<file path="src/rtl/control_sequencer.sv">
// Multi-cycle control sequencer: fetch/decode/execute/memory FSM that drives
// register-block write enables, source selects, ALU op and a req/ready memory handshake.
module control_sequencer #(
    parameter int unsigned WAIT_LIMIT = 15
) (
    input  logic        clock,
    input  logic        reset,
    input  logic [15:0] instr,
    input  logic        comp_zero,
    input  logic        mem_ready,
    output logic        mem_req,
    output logic        mem_we,
    output logic        addr_sel,
    output logic        ir_write,
    output logic        pc_write,
    output logic [1:0]  pc_src,
    output logic [1:0]  alu_op,
    output logic        mary_write,
    output logic        shelley_write,
    output logic        comp_write,
    output logic        ra_write,
    output logic [1:0]  mary_src,
    output logic [1:0]  shelley_src,
    output logic        ra_src,
    output logic        halted,
    output logic        fault
);

    typedef enum logic [2:0] {
        S_FETCH,
        S_DECODE,
        S_EXEC,
        S_MEM,
        S_HALT
    } state_t;

    typedef enum logic [3:0] {
        OP_ADD  = 4'h0,
        OP_SUB  = 4'h1,
        OP_CMP  = 4'h2,
        OP_LIM  = 4'h3,
        OP_LIS  = 4'h4,
        OP_LW   = 4'h5,
        OP_SW   = 4'h6,
        OP_MSH  = 4'h7,
        OP_SMV  = 4'h8,
        OP_JAL  = 4'h9,
        OP_JR   = 4'hA,
        OP_BEQZ = 4'hB,
        OP_ILLC = 4'hC,
        OP_ILLD = 4'hD,
        OP_ILLE = 4'hE,
        OP_HALT = 4'hF
    } opcode_t;

    state_t      state_q, state_d;
    opcode_t     op_q, op_d;
    logic [3:0]  wait_cnt_q, wait_cnt_d;
    logic        halted_q, halted_d;
    logic        fault_q, fault_d;
    logic        timeout;

    // Only the opcode field steers the sequencer; operand bits go to the datapath.
    logic unused_operand_bits;
    assign unused_operand_bits = ^instr[11:0];

    assign timeout = (wait_cnt_q == 4'(WAIT_LIMIT));

    always_ff @(posedge clock) begin
        if (!reset) begin
            state_q    <= S_FETCH;
            op_q       <= OP_ADD;
            wait_cnt_q <= '0;
            halted_q   <= 1'b0;
            fault_q    <= 1'b0;
        end else begin
            state_q    <= state_d;
            op_q       <= op_d;
            wait_cnt_q <= wait_cnt_d;
            halted_q   <= halted_d;
            fault_q    <= fault_d;
        end
    end

    always_comb begin
        state_d       = state_q;
        op_d          = op_q;
        wait_cnt_d    = wait_cnt_q;
        halted_d      = halted_q;
        fault_d       = fault_q;
        mem_req       = 1'b0;
        mem_we        = 1'b0;
        addr_sel      = 1'b0;
        ir_write      = 1'b0;
        pc_write      = 1'b0;
        pc_src        = 2'b00;
        alu_op        = 2'b00;
        mary_write    = 1'b0;
        shelley_write = 1'b0;
        comp_write    = 1'b0;
        ra_write      = 1'b0;
        mary_src      = 2'b00;
        shelley_src   = 2'b00;
        ra_src        = 1'b0;

        // Every strobe is forced low while reset is held, even mid-request.
        if (reset) begin
            case (state_q)
                S_FETCH: begin
                    mem_req = 1'b1;
                    if (mem_ready) begin
                        ir_write   = 1'b1;
                        pc_write   = 1'b1;
                        op_d       = opcode_t'(instr[15:12]);
                        wait_cnt_d = '0;
                        state_d    = S_DECODE;
                    end else if (timeout) begin
                        fault_d  = 1'b1;
                        halted_d = 1'b1;
                        state_d  = S_HALT;
                    end else begin
                        wait_cnt_d = wait_cnt_q + 4'd1;
                    end
                end

                S_DECODE: begin
                    wait_cnt_d = '0;
                    state_d    = (op_q == OP_LW || op_q == OP_SW) ? S_MEM : S_EXEC;
                end

                S_EXEC: begin
                    state_d = S_FETCH;
                    case (op_q)
                        OP_ADD: begin
                            alu_op = 2'b00; mary_src = 2'b01; mary_write = 1'b1;
                        end
                        OP_SUB: begin
                            alu_op = 2'b01; mary_src = 2'b01; mary_write = 1'b1;
                        end
                        OP_CMP: begin
                            alu_op = 2'b01; comp_write = 1'b1;
                        end
                        OP_LIM: begin
                            mary_src = 2'b11; mary_write = 1'b1;
                        end
                        OP_LIS: begin
                            shelley_src = 2'b01; shelley_write = 1'b1;
                        end
                        OP_MSH: begin
                            shelley_src = 2'b10; shelley_write = 1'b1;
                        end
                        OP_SMV: begin
                            mary_src = 2'b10; mary_write = 1'b1;
                        end
                        OP_JAL: begin
                            ra_src = 1'b1; ra_write = 1'b1;
                            pc_src = 2'b01; pc_write = 1'b1;
                        end
                        OP_JR: begin
                            pc_src = 2'b10; pc_write = 1'b1;
                        end
                        OP_BEQZ: begin
                            if (comp_zero) begin
                                pc_src = 2'b01; pc_write = 1'b1;
                            end
                        end
                        OP_HALT: begin
                            halted_d = 1'b1;
                            state_d  = S_HALT;
                        end
                        default: begin
                            fault_d  = 1'b1;
                            halted_d = 1'b1;
                            state_d  = S_HALT;
                        end
                    endcase
                end

                S_MEM: begin
                    mem_req  = 1'b1;
                    addr_sel = 1'b1;
                    mem_we   = (op_q == OP_SW);
                    if (mem_ready) begin
                        if (op_q == OP_LW) begin
                            mary_src   = 2'b00;
                            mary_write = 1'b1;
                        end
                        wait_cnt_d = '0;
                        state_d    = S_FETCH;
                    end else if (timeout) begin
                        fault_d  = 1'b1;
                        halted_d = 1'b1;
                        state_d  = S_HALT;
                    end else begin
                        wait_cnt_d = wait_cnt_q + 4'd1;
                    end
                end

                S_HALT: begin
                    state_d = S_HALT;
                end

                default: begin
                    state_d = S_FETCH;
                end
            endcase
        end
    end

    assign halted = halted_q & reset;
    assign fault  = fault_q & reset;

endmodule

</file>
<file path="config.mk">
export PLATFORM = sky130hd
export DESIGN_NAME = control_sequencer
export DESIGN_NICKNAME = d
export VERILOG_FILES = /design/src/rtl/control_sequencer.sv
export SDC_FILE = /design/constraint.sdc
export NUM_CORES = 1
export LEC_CHECK = 0
export ABC_AREA = 1
export CORE_AREA = 2 2 58 60
export DETAILED_ROUTE_END_ITERATION = 12
export DIE_AREA = 0 0 60 62
export PLACE_DENSITY = 0.62
export SETUP_SLACK_MARGIN = 0.1
export SLEW_MARGIN = 20
export SYNTH_ARGS = -nofsm -noshare
export SYNTH_HDL_FRONTEND = slang
export SYNTH_SLANG_ARGS = --single-unit
</file>
<file path="constraint.sdc">
create_clock -name clock -period 1.6 [get_ports clock]
set_input_delay 0.24 -clock clock [delete_from_list [all_inputs] [get_ports clock]]
set_output_delay 0.24 -clock clock [all_outputs]
set_load 0.02 [all_outputs]
</file>
==> flow_metrics.env, run 1 <==
export IMPL_worstPathMaxFanout=4
export IMPL_ff2ff_setup_slack_ps=290
export IMPL_final_common_cell="buf_4"
export IMPL_overflow=0
export IMPL_drive_above_1_share_pct=50.75
export IMPL_synth_top_area_cell="dfxtp_1"
export IMPL_pre_cts_slack_ps=-483.7
export IMPL_grt_first_pass_wirelength_um=4264
export IMPL_cts_sinks=13
export IMPL_clk_pin_slew_ps=110
export IMPL_ys_types=30
export IMPL_cts_htree_levels=1
export IMPL_synth_area_top_cells="dfxtp_1, nand2_1, nor2_1, inv_1, nand3_1"
export IMPL_dp_cells=237
export IMPL_multiInputGateArea_um2=628.1
export IMPL_crit_path_start_kind="flip-flop"
export IMPL_grt_antenna_before_repair=0
export IMPL_core_area_mm2=0.003179
export IMPL_failed_checks="setup timing"
export IMPL_finalSetupViolCount=8
export IMPL_ys_seq_area_share_pct=28.93
export IMPL_ir_drop_mv=0.4692
export IMPL_clock_path_buffers=2
export IMPL_cp_required_ps=1360
export IMPL_yosysWarnings=0
export IMPL_ys_seq_elements=13
export IMPL_drtPass1Iterations=4
export IMPL_die_x_um=60
export IMPL_root_buffer="clkbuf_4"
export IMPL_holdWs_ps=482.4
export IMPL_wl_um=2647
export IMPL_syn_area_um2=899.6
export IMPL_gp_congestion=0.8544
export IMPL_grt_usage_pct=15.34
export IMPL_drt_iter0_drc=19
export IMPL_pwr_density_cell_mw_per_mm2=601.0
export IMPL_wl_per_cell_um=10.72
export IMPL_min_period_ps=1707
export IMPL_start_util_pct=28.30
export IMPL_drv_cap=0
export IMPL_grt_pass1_vias=1015
export IMPL_maxSlewViolCount=0
export IMPL_p_leak_nw=0.7761
export IMPL_layoutNonFillerInstCount=247
export IMPL_status="finished, violations left"
export IMPL_critPathKind="reg2out"
export IMPL_rsz0062_at_grt="true"
export IMPL_dieArea_mm2=0.003720
export IMPL_nFillCells=316
export IMPL_ant_nets=0
export IMPL_fin_nets=223
export IMPL_regArea_um2=269.0
export IMPL_via_per_inst=4.506
export IMPL_clock_latency_ps=300
export IMPL_num_vias=1113
export IMPL_route_detailed_drc=0
export IMPL_insertedDiodeCount=0
export IMPL_final_cell_mix="buf_4, nand2_1, nor2_1"
export IMPL_final_setup_worst_slack_ps=-106.7
export IMPL_num_rows=21
export IMPL_dpl_hpwl_um=2042
export IMPL_clock_skew_ps=14.46
export IMPL_cts_buffers=3
export IMPL_postSynthCellCount=137
export IMPL_hp_class="in2reg"
export IMPL_area_growth_pct=73.44
export IMPL_synth_nets=158
export IMPL_syn_avg_cell_area_um2=6.567
export IMPL_io_pins=40
export IMPL_min_period_over_period_pct=106.7
export IMPL_yosys_area_top_type_share_pct=28.93
export IMPL_cts_tree="yes"
export IMPL_hold_viol=0
export IMPL_clock_fmax_mhz=585.9
export IMPL_cp_data_arrival_time_ps=1470
export IMPL_portBuffers=26
export IMPL_grt_max_degree=10
export IMPL_die_h_um=62
export IMPL_cp_end_kind="output port"
-- what timing repair did --
action,CTS,global route
buffers inserted,1,5
resized for setup,117,19
setup endpoints to repair,19,19
hold buffers,0,0
gates cloned,0,0
pin swaps,4,4
-- routing by layer --
metal,track usage [%],vias to the layer above,routed length (um)
met1,20.25,506,1213
met5,0,-,0
met3,1.863,4,93
met4,6.984,0,40
met2,25.16,27,1299
li1,-,576,-
-- metrics by stage --
| step | util (%) | power (mW) | area, um2 | TNS, ps |
|---|---|---|---|---|
| final | 49.08 | 0.9377 | 1560 | -310.9 |
| after global routing | 49.08 | 0.9886 | 1560 | -1450 |
| after detailed placement | 45.26 | 0.6722 | 1439 | -7265 |
| after floorplan | - | 0.5164 | 910.9 | 0 |
| after CTS | 46.16 | 0.9166 | 1468 | -431.5 |
| after global placement | 45.26 | 0.6691 | 1439 | -7262 |
-- cell usage after synthesis, drive strengths merged --
cell type / count
nand3: 12
nand4: 2
nor2: 25
conb: 1
a31o: 1
nand2: 30
xor2: 1
a31oi: 2
or2: 1
a21oi: 9
and3: 1
nand3b: 1
dfxtp: 13
buf: 3
ha: 1
o21ai: 8
a211oi: 1
inv: 18
nor4: 1
nor3: 6
-- critical path, stage by stage (launching register included) --
cell,delay (ps)
dfxtp_2,400
inv_2,70
o21ai_1,210
nand2_1,90
a31o_2,250
buf_4,150
-- final cells by class --
cell class / count / area share [%]
Inverter: 18 / 4.330
Tap cell: 46 / 3.689
Multi-Input combinational cell: 103 / 40.26
Clock inverter: 1 / 0.3208
Timing Repair Buffer: 63 / 32.72
Clock buffer: 3 / 1.443
Sequential cell: 13 / 17.24
-- flip-flops by register name, indices dropped and copies added, names as in the netlist --
signal / cells
op_q: 4
wait_cnt_q: 4
state_q: 3
fault_q: 1
halted_q: 1
-- logic make-up (layout without fill, tap and decap cells) --
family	Yosys count	count (layout)	synth area share, %
AOI/OAI and AO/OA	21	21	13.07
xor gates and xnor gates	1	1	0.9738
adders and majority gates	1	1	1.391
buffers and inverters	21	85	10.01
DFF	13	13	28.93
other	1	1	0.4168
and+or+nand+nor	79	79	45.20
-- where the power goes --
part / internal (mW) / switching, mW
combinational: 0.161 / 0.176
clock: 0.0930 / 0.137
sequential: 0.348 / 0.0236
total: 0.602 / 0.336
-- final timing paths --
path                                     from            end  cells after the start
worst max-delay path                  op_q[1]       pc_write                      5
worst min-delay path                    reset  wait_cnt_q[2]                      4
worst max register to register  wait_cnt_q[0]  wait_cnt_q[1]                      8
worst min register to register  wait_cnt_q[2]  wait_cnt_q[2]                      2
No activity file was read; power rests on OpenSTA's default activity.
==> inputs of run 2 (changes only) <==
Settings changed: SLEW_MARGIN 20 to 10, TNS_END_PERCENT set to 50.
==> run 2 against run 1 <==
The flow still finishes with violations (setup timing). Critical path depth grew 2. Power shrank 3.4%. Combinational power shrank 7.7%. Clock-buffer cell count is the same. Die area is the same. Register-to-register slack is essentially flat.
==> flow_metrics.env, run 2 (synthesized netlist as in run 1, its figures left out) <==
export IMPL_status="finished, violations left"
export IMPL_failed_checks="setup timing"
export IMPL_hp_class="in2reg"
export IMPL_dpl_hpwl_um=2042
export IMPL_dieArea_mm2=0.003720
export IMPL_cp_required_ps=1360
export IMPL_max_stage_delay_ps=350
export IMPL_cp_data_arrival_time_ps=1410
export IMPL_hold_viol=0
export IMPL_num_vias=1055
export IMPL_seq_power_share_pct=40.6
export IMPL_worstPathMaxFanout=8
export IMPL_final_setup_worst_slack_ps=-49.39
export IMPL_core_area_mm2=0.003179
export IMPL_pwr_density_cell_mw_per_mm2=615.1
export IMPL_drtPass1Iterations=4
export IMPL_pwr_share_clk_pct=25.1
export IMPL_grt_pass1_vias=990
export IMPL_crit_chain="inv_2 > nand2_2 > nor2_4 > nand2_4 > nor3_4 > nand3b_1 > buf_6"
export IMPL_rsz0062_at_grt="true"
export IMPL_combPwrFrac_pct=34.4
export IMPL_critPathKind="reg2out"
export IMPL_maxSlewViolCount=0
export IMPL_ant_nets=0
export IMPL_crit_path_start_kind="flip-flop"
export IMPL_grt_usage_pct=15.17
export IMPL_area_growth_pct=63.70
export IMPL_drive_above_1_share_pct=45.41
export IMPL_netSwitchingPower_mw=0.3159
export IMPL_fin_area_mm2=0.001473
export IMPL_pre_cts_slack_ps=-483.7
export IMPL_finalSetupViolCount=6
export IMPL_grt_antenna_before_repair=0
export IMPL_route_detailed_drc=0
export IMPL_drv_cap=0
export IMPL_min_period_over_period_pct=103.1
export IMPL_regArea_um2=267.8
export IMPL_start_util_pct=28.30
export IMPL_fin_nets=218
export IMPL_cts_tree="yes"
export IMPL_io_pins=40
export IMPL_die_x_um=60
export IMPL_wl_um=2511
export IMPL_holdBufCountCts=0
export IMPL_gp_congestion=0.8544
export IMPL_clock_fmax_mhz=606.3
export IMPL_final_common_cell="buf_4"
export IMPL_clock_path_buffers=2
export IMPL_ir_drop_mv=0.4568
export IMPL_wl_per_cell_um=10.38
export IMPL_portBuffers=26
export IMPL_p_leak_nw=0.7436
export IMPL_die_h_um=62
export IMPL_cp_end_kind="output port"
export IMPL_grt_max_degree=10
export IMPL_insertedDiodeCount=0
export IMPL_p_int_mw=0.5899
export IMPL_cts_htree_levels=1
export IMPL_via_per_inst=4.360
export IMPL_swShare_pct=34.87
export IMPL_clock_latency_ps=290
export IMPL_dpl_cell_area_mm2=0.001439
export IMPL_drt_iter0_drc=10
export IMPL_cts_sinks=13
export IMPL_final_cell_mix="buf_4, nand2_1, nor2_1"
export IMPL_cts_buffers=3
export IMPL_min_period_ps=1649
export IMPL_nFillCells=327
export IMPL_grt_first_pass_wirelength_um=4209
export IMPL_clock_skew_ps=12.31
export IMPL_overflow=0
export IMPL_top_regs="op_q x4, wait_cnt_q x4, state_q x3"
export IMPL_clk_pin_slew_ps=90
export IMPL_cp_slowest_cell="dfxtp_2"
export IMPL_root_buffer="clkbuf_4"
export IMPL_multiInputGateArea_um2=588.1
export IMPL_num_rows=21
==> run 2: final timing paths <==
kind                  from             to  slack (ps)  cells past startpoint
max             state_q[0]     mary_write         -50                      7
min reg2reg  wait_cnt_q[2]  wait_cnt_q[2]         530                      2
max reg2reg  wait_cnt_q[0]  wait_cnt_q[1]         280                      8
min                  reset     state_q[2]         450                      5
==> run 2: cell type report <==
class | instances | area share [%]
repair buffers | 58 | 31.52
multi-input cells | 103 | 39.93
well taps | 46 | 3.908
clock buffers | 3 | 1.529
flip-flops and latches | 13 | 18.18
inverters | 18 | 4.588
clock inverters | 1 | 0.3398
==> run 2: repair_timing <==
action                     in CTS  in global routing
gates resized for setup       107                 11
pin swaps                       5                  3
setup endpoints to repair      19                 19
setup buffers                   0                  1
gates cloned                    0                  0
hold endpoints to repair        0                  0
==> run 2: critical path, delay by kind of cell, from the launching register on <==
kind	cells	cell delay, ps
buf+inv	2	190
flops	1	350
simple gates	5	600
==> run 2: per-layer routing <==
metal	part of all wire [%]	GRT usage, %	vias up
met5	0	0	-
met1	47	20.25	470
met4	1.6	6.984	0
li1	-	-	563
met3	2.7	1.863	4
met2	49	24.53	18
==> run 2: power groups by stage <==
| stage | clock [mW] | combinational [mW] | sequential, mW |
|---|---|---|---|
| 6_report | 0.227 | 0.311 | 0.367 |
| 5_1_grt | 0.243 | 0.346 | 0.371 |
| 4_1_cts | 0.237 | 0.307 | 0.366 |
| 3_5_place_dp | 0 | 0.301 | 0.371 |
| 3_3_place_gp | 0 | 0.300 | 0.369 |
| 2_1_floorplan | 0 | 0.147 | 0.369 |
==> run 2: through the flow <==
step                      util (%)  cells  setup TNS (ps)  hold slack (ps)  power [mW]
after global routing         46.32    242           -1234            495.5      0.9602
after floorplan                  -    137               0            425.3      0.5164
after detailed placement     45.26    237           -7265            510.4      0.6722
after CTS                    45.34    241          -407.4            523.8      0.9091
after global placement       45.26    237           -7262            485.9      0.6691
final                        46.32    242          -142.3            450.3      0.9058
==> inputs of run 3 (changes only) <==
Clock period 1.6 ns to 1.67 ns, I/O delays scaled along.
==> run 3 against run 2 <==
The run still ends with setup timing left. Worst setup slack improved by 26 ps. Global-route usage is 1.1 points higher. Via count rose by 4.7%. Clock-buffer cell count is 1 higher. First-iteration DRC count grew to 2.5 times the previous value. Die area is the same. Clock skew shrank 2.6 ps. Utilization up 2.4 points. Sequential share of layout area shrank 0.59 points. Critical path type unchanged. Critical endpoint unchanged.
==> flow_metrics.env, run 3 (synthesized netlist as in run 1, its figures left out) <==
export IMPL_status="finished, violations left"
export IMPL_failed_checks="setup timing"
export IMPL_fin_nets=221
export IMPL_grt_usage_pct=16.23
export IMPL_worstPathMaxFanout=8
export IMPL_cts_htree_levels=1
export IMPL_cp_required_ps=1420
export IMPL_start_util_pct=28.30
export IMPL_cts_tree="yes"
export IMPL_clk_pin_slew_ps=90
export IMPL_pwr_density_cell_mw_per_mm2=563.5
export IMPL_cp_data_arrival_time_ps=1440
export IMPL_drive_above_1_share_pct=47.24
export IMPL_overflow=0
export IMPL_portBuffers=26
export IMPL_ant_nets=0
export IMPL_final_setup_worst_slack_ps=-23.00
export IMPL_final_cell_mix="buf_4, nand2_1, nor2_1"
export IMPL_crit_path_start_kind="flip-flop"
export IMPL_p_leak_nw=0.7640
export IMPL_hold_viol=0
export IMPL_holdBufCountCts=0
export IMPL_min_period_ps=1693
export IMPL_dieArea_mm2=0.003720
export IMPL_via_per_inst=4.510
export IMPL_critPathKind="reg2out"
export IMPL_top_regs="op_q x4, wait_cnt_q x4, state_q x3"
export IMPL_insertedDiodeCount=0
export IMPL_clock_latency_ps=280
export IMPL_die_h_um=62
export IMPL_area_growth_pct=72.32
export IMPL_ir_drop_mv=0.1834
export IMPL_drv_cap=0
export IMPL_cp_end_kind="output port"
export IMPL_num_vias=1105
export IMPL_final_common_cell="buf_4"
export IMPL_gp_congestion=0.8751
export IMPL_min_period_over_period_pct=101.4
export IMPL_hp_class="reg2reg"
export IMPL_drtPass1Iterations=4
export IMPL_die_x_um=60
export IMPL_clock_fmax_mhz=590.7
export IMPL_grt_pass1_vias=1125
export IMPL_total_power_mw=0.8735
export IMPL_maxSlewViolCount=0
export IMPL_pre_cts_slack_ps=-431.9
export IMPL_core_area_mm2=0.003179
export IMPL_clock_skew_ps=9.758
export IMPL_dpl_hpwl_um=2236
export IMPL_cts_buffers=3
export IMPL_wl_per_cell_um=11.51
export IMPL_grt_max_degree=10
export IMPL_grt_first_pass_wirelength_um=4574
export IMPL_clock_path_buffers=2
export IMPL_num_rows=21
export IMPL_wl_um=2819
export IMPL_root_buffer="clkbuf_4"
export IMPL_drt_iter0_drc=25
export IMPL_route_detailed_drc=0
export IMPL_finalSetupViolCount=2
export IMPL_io_pins=40
export IMPL_grt_antenna_before_repair=0
export IMPL_rsz0062_at_grt="true"
export IMPL_cts_sinks=13
run 3: worst max-delay path, cell delays in order, from the launching register on:
cell and delay, ps:
dfxtp_4 370, inv_4 60, nand2_4 40, nor2_4 150, nand2_4 130, nor3_4 160
nand3b_1 140, buf_6 120
run 3: routing by layer:
| metal | routed length (um) | global-route usage [%] | share of wire [%] |
|---|---|---|---|
| met1 | 1258 | 19.67 | 45 |
| met2 | 1467 | 27.95 | 52 |
| met3 | 22 | 1.449 | 0.78 |
| met4 | 70 | 9.841 | 2.5 |
| met5 | 0 | 0 | 0 |
run 3: repair_timing:
action	in CTS	in global routing
pin swaps	2	7
resized for setup	96	29
hold endpoints to repair	0	0
setup buffers	2	5
setup endpoints to repair	19	19
run 3: final timing paths:
| check | from | endpoint | slack, ps | cells after the start |
|---|---|---|---|---|
| hold reg to reg | halted_q | halted_q | 460 | 2 |
| setup / recovery | state_q[0] | mary_write | -20 | 7 |
| setup reg to reg | state_q[0] | fault_q | 320 | 9 |
| hold / removal | halted_q | halted_q | 460 | 2 |
run 3: final cells by class:
type / count / area, um2
multi-input cells: 103 / 621.8
repair buffers: 61 / 501.7
flip-flops and latches: 13 / 272.8
clock buffers: 4 / 26.28
fillers: 331 / 1629
well taps: 46 / 57.56
inverters: 18 / 70.07
run 3: metrics by stage:
step                cells  TNS, ps  utilization, %  area, um2  hold slack [ps]
floorplan             137        0               -      904.6            425.3
global placement      234    -6095           44.35       1410            443.1
detailed placement    234    -6680           44.35       1410            441.5
CTS                   240   -116.3           45.14       1435            460.9
global route          245   -424.5           48.76       1550            496.4
finish                245   -24.13           48.76       1550            458.5
run 3: report_power, final:
part	internal, mW	total, mW	leakage, nW	switching, mW
Clock	0.0927	0.205	0.0150	0.112
Combinational	0.151	0.315	0.640	0.164
Sequential	0.332	0.353	0.109	0.0217
Total	0.575	0.874	0.764	0.298
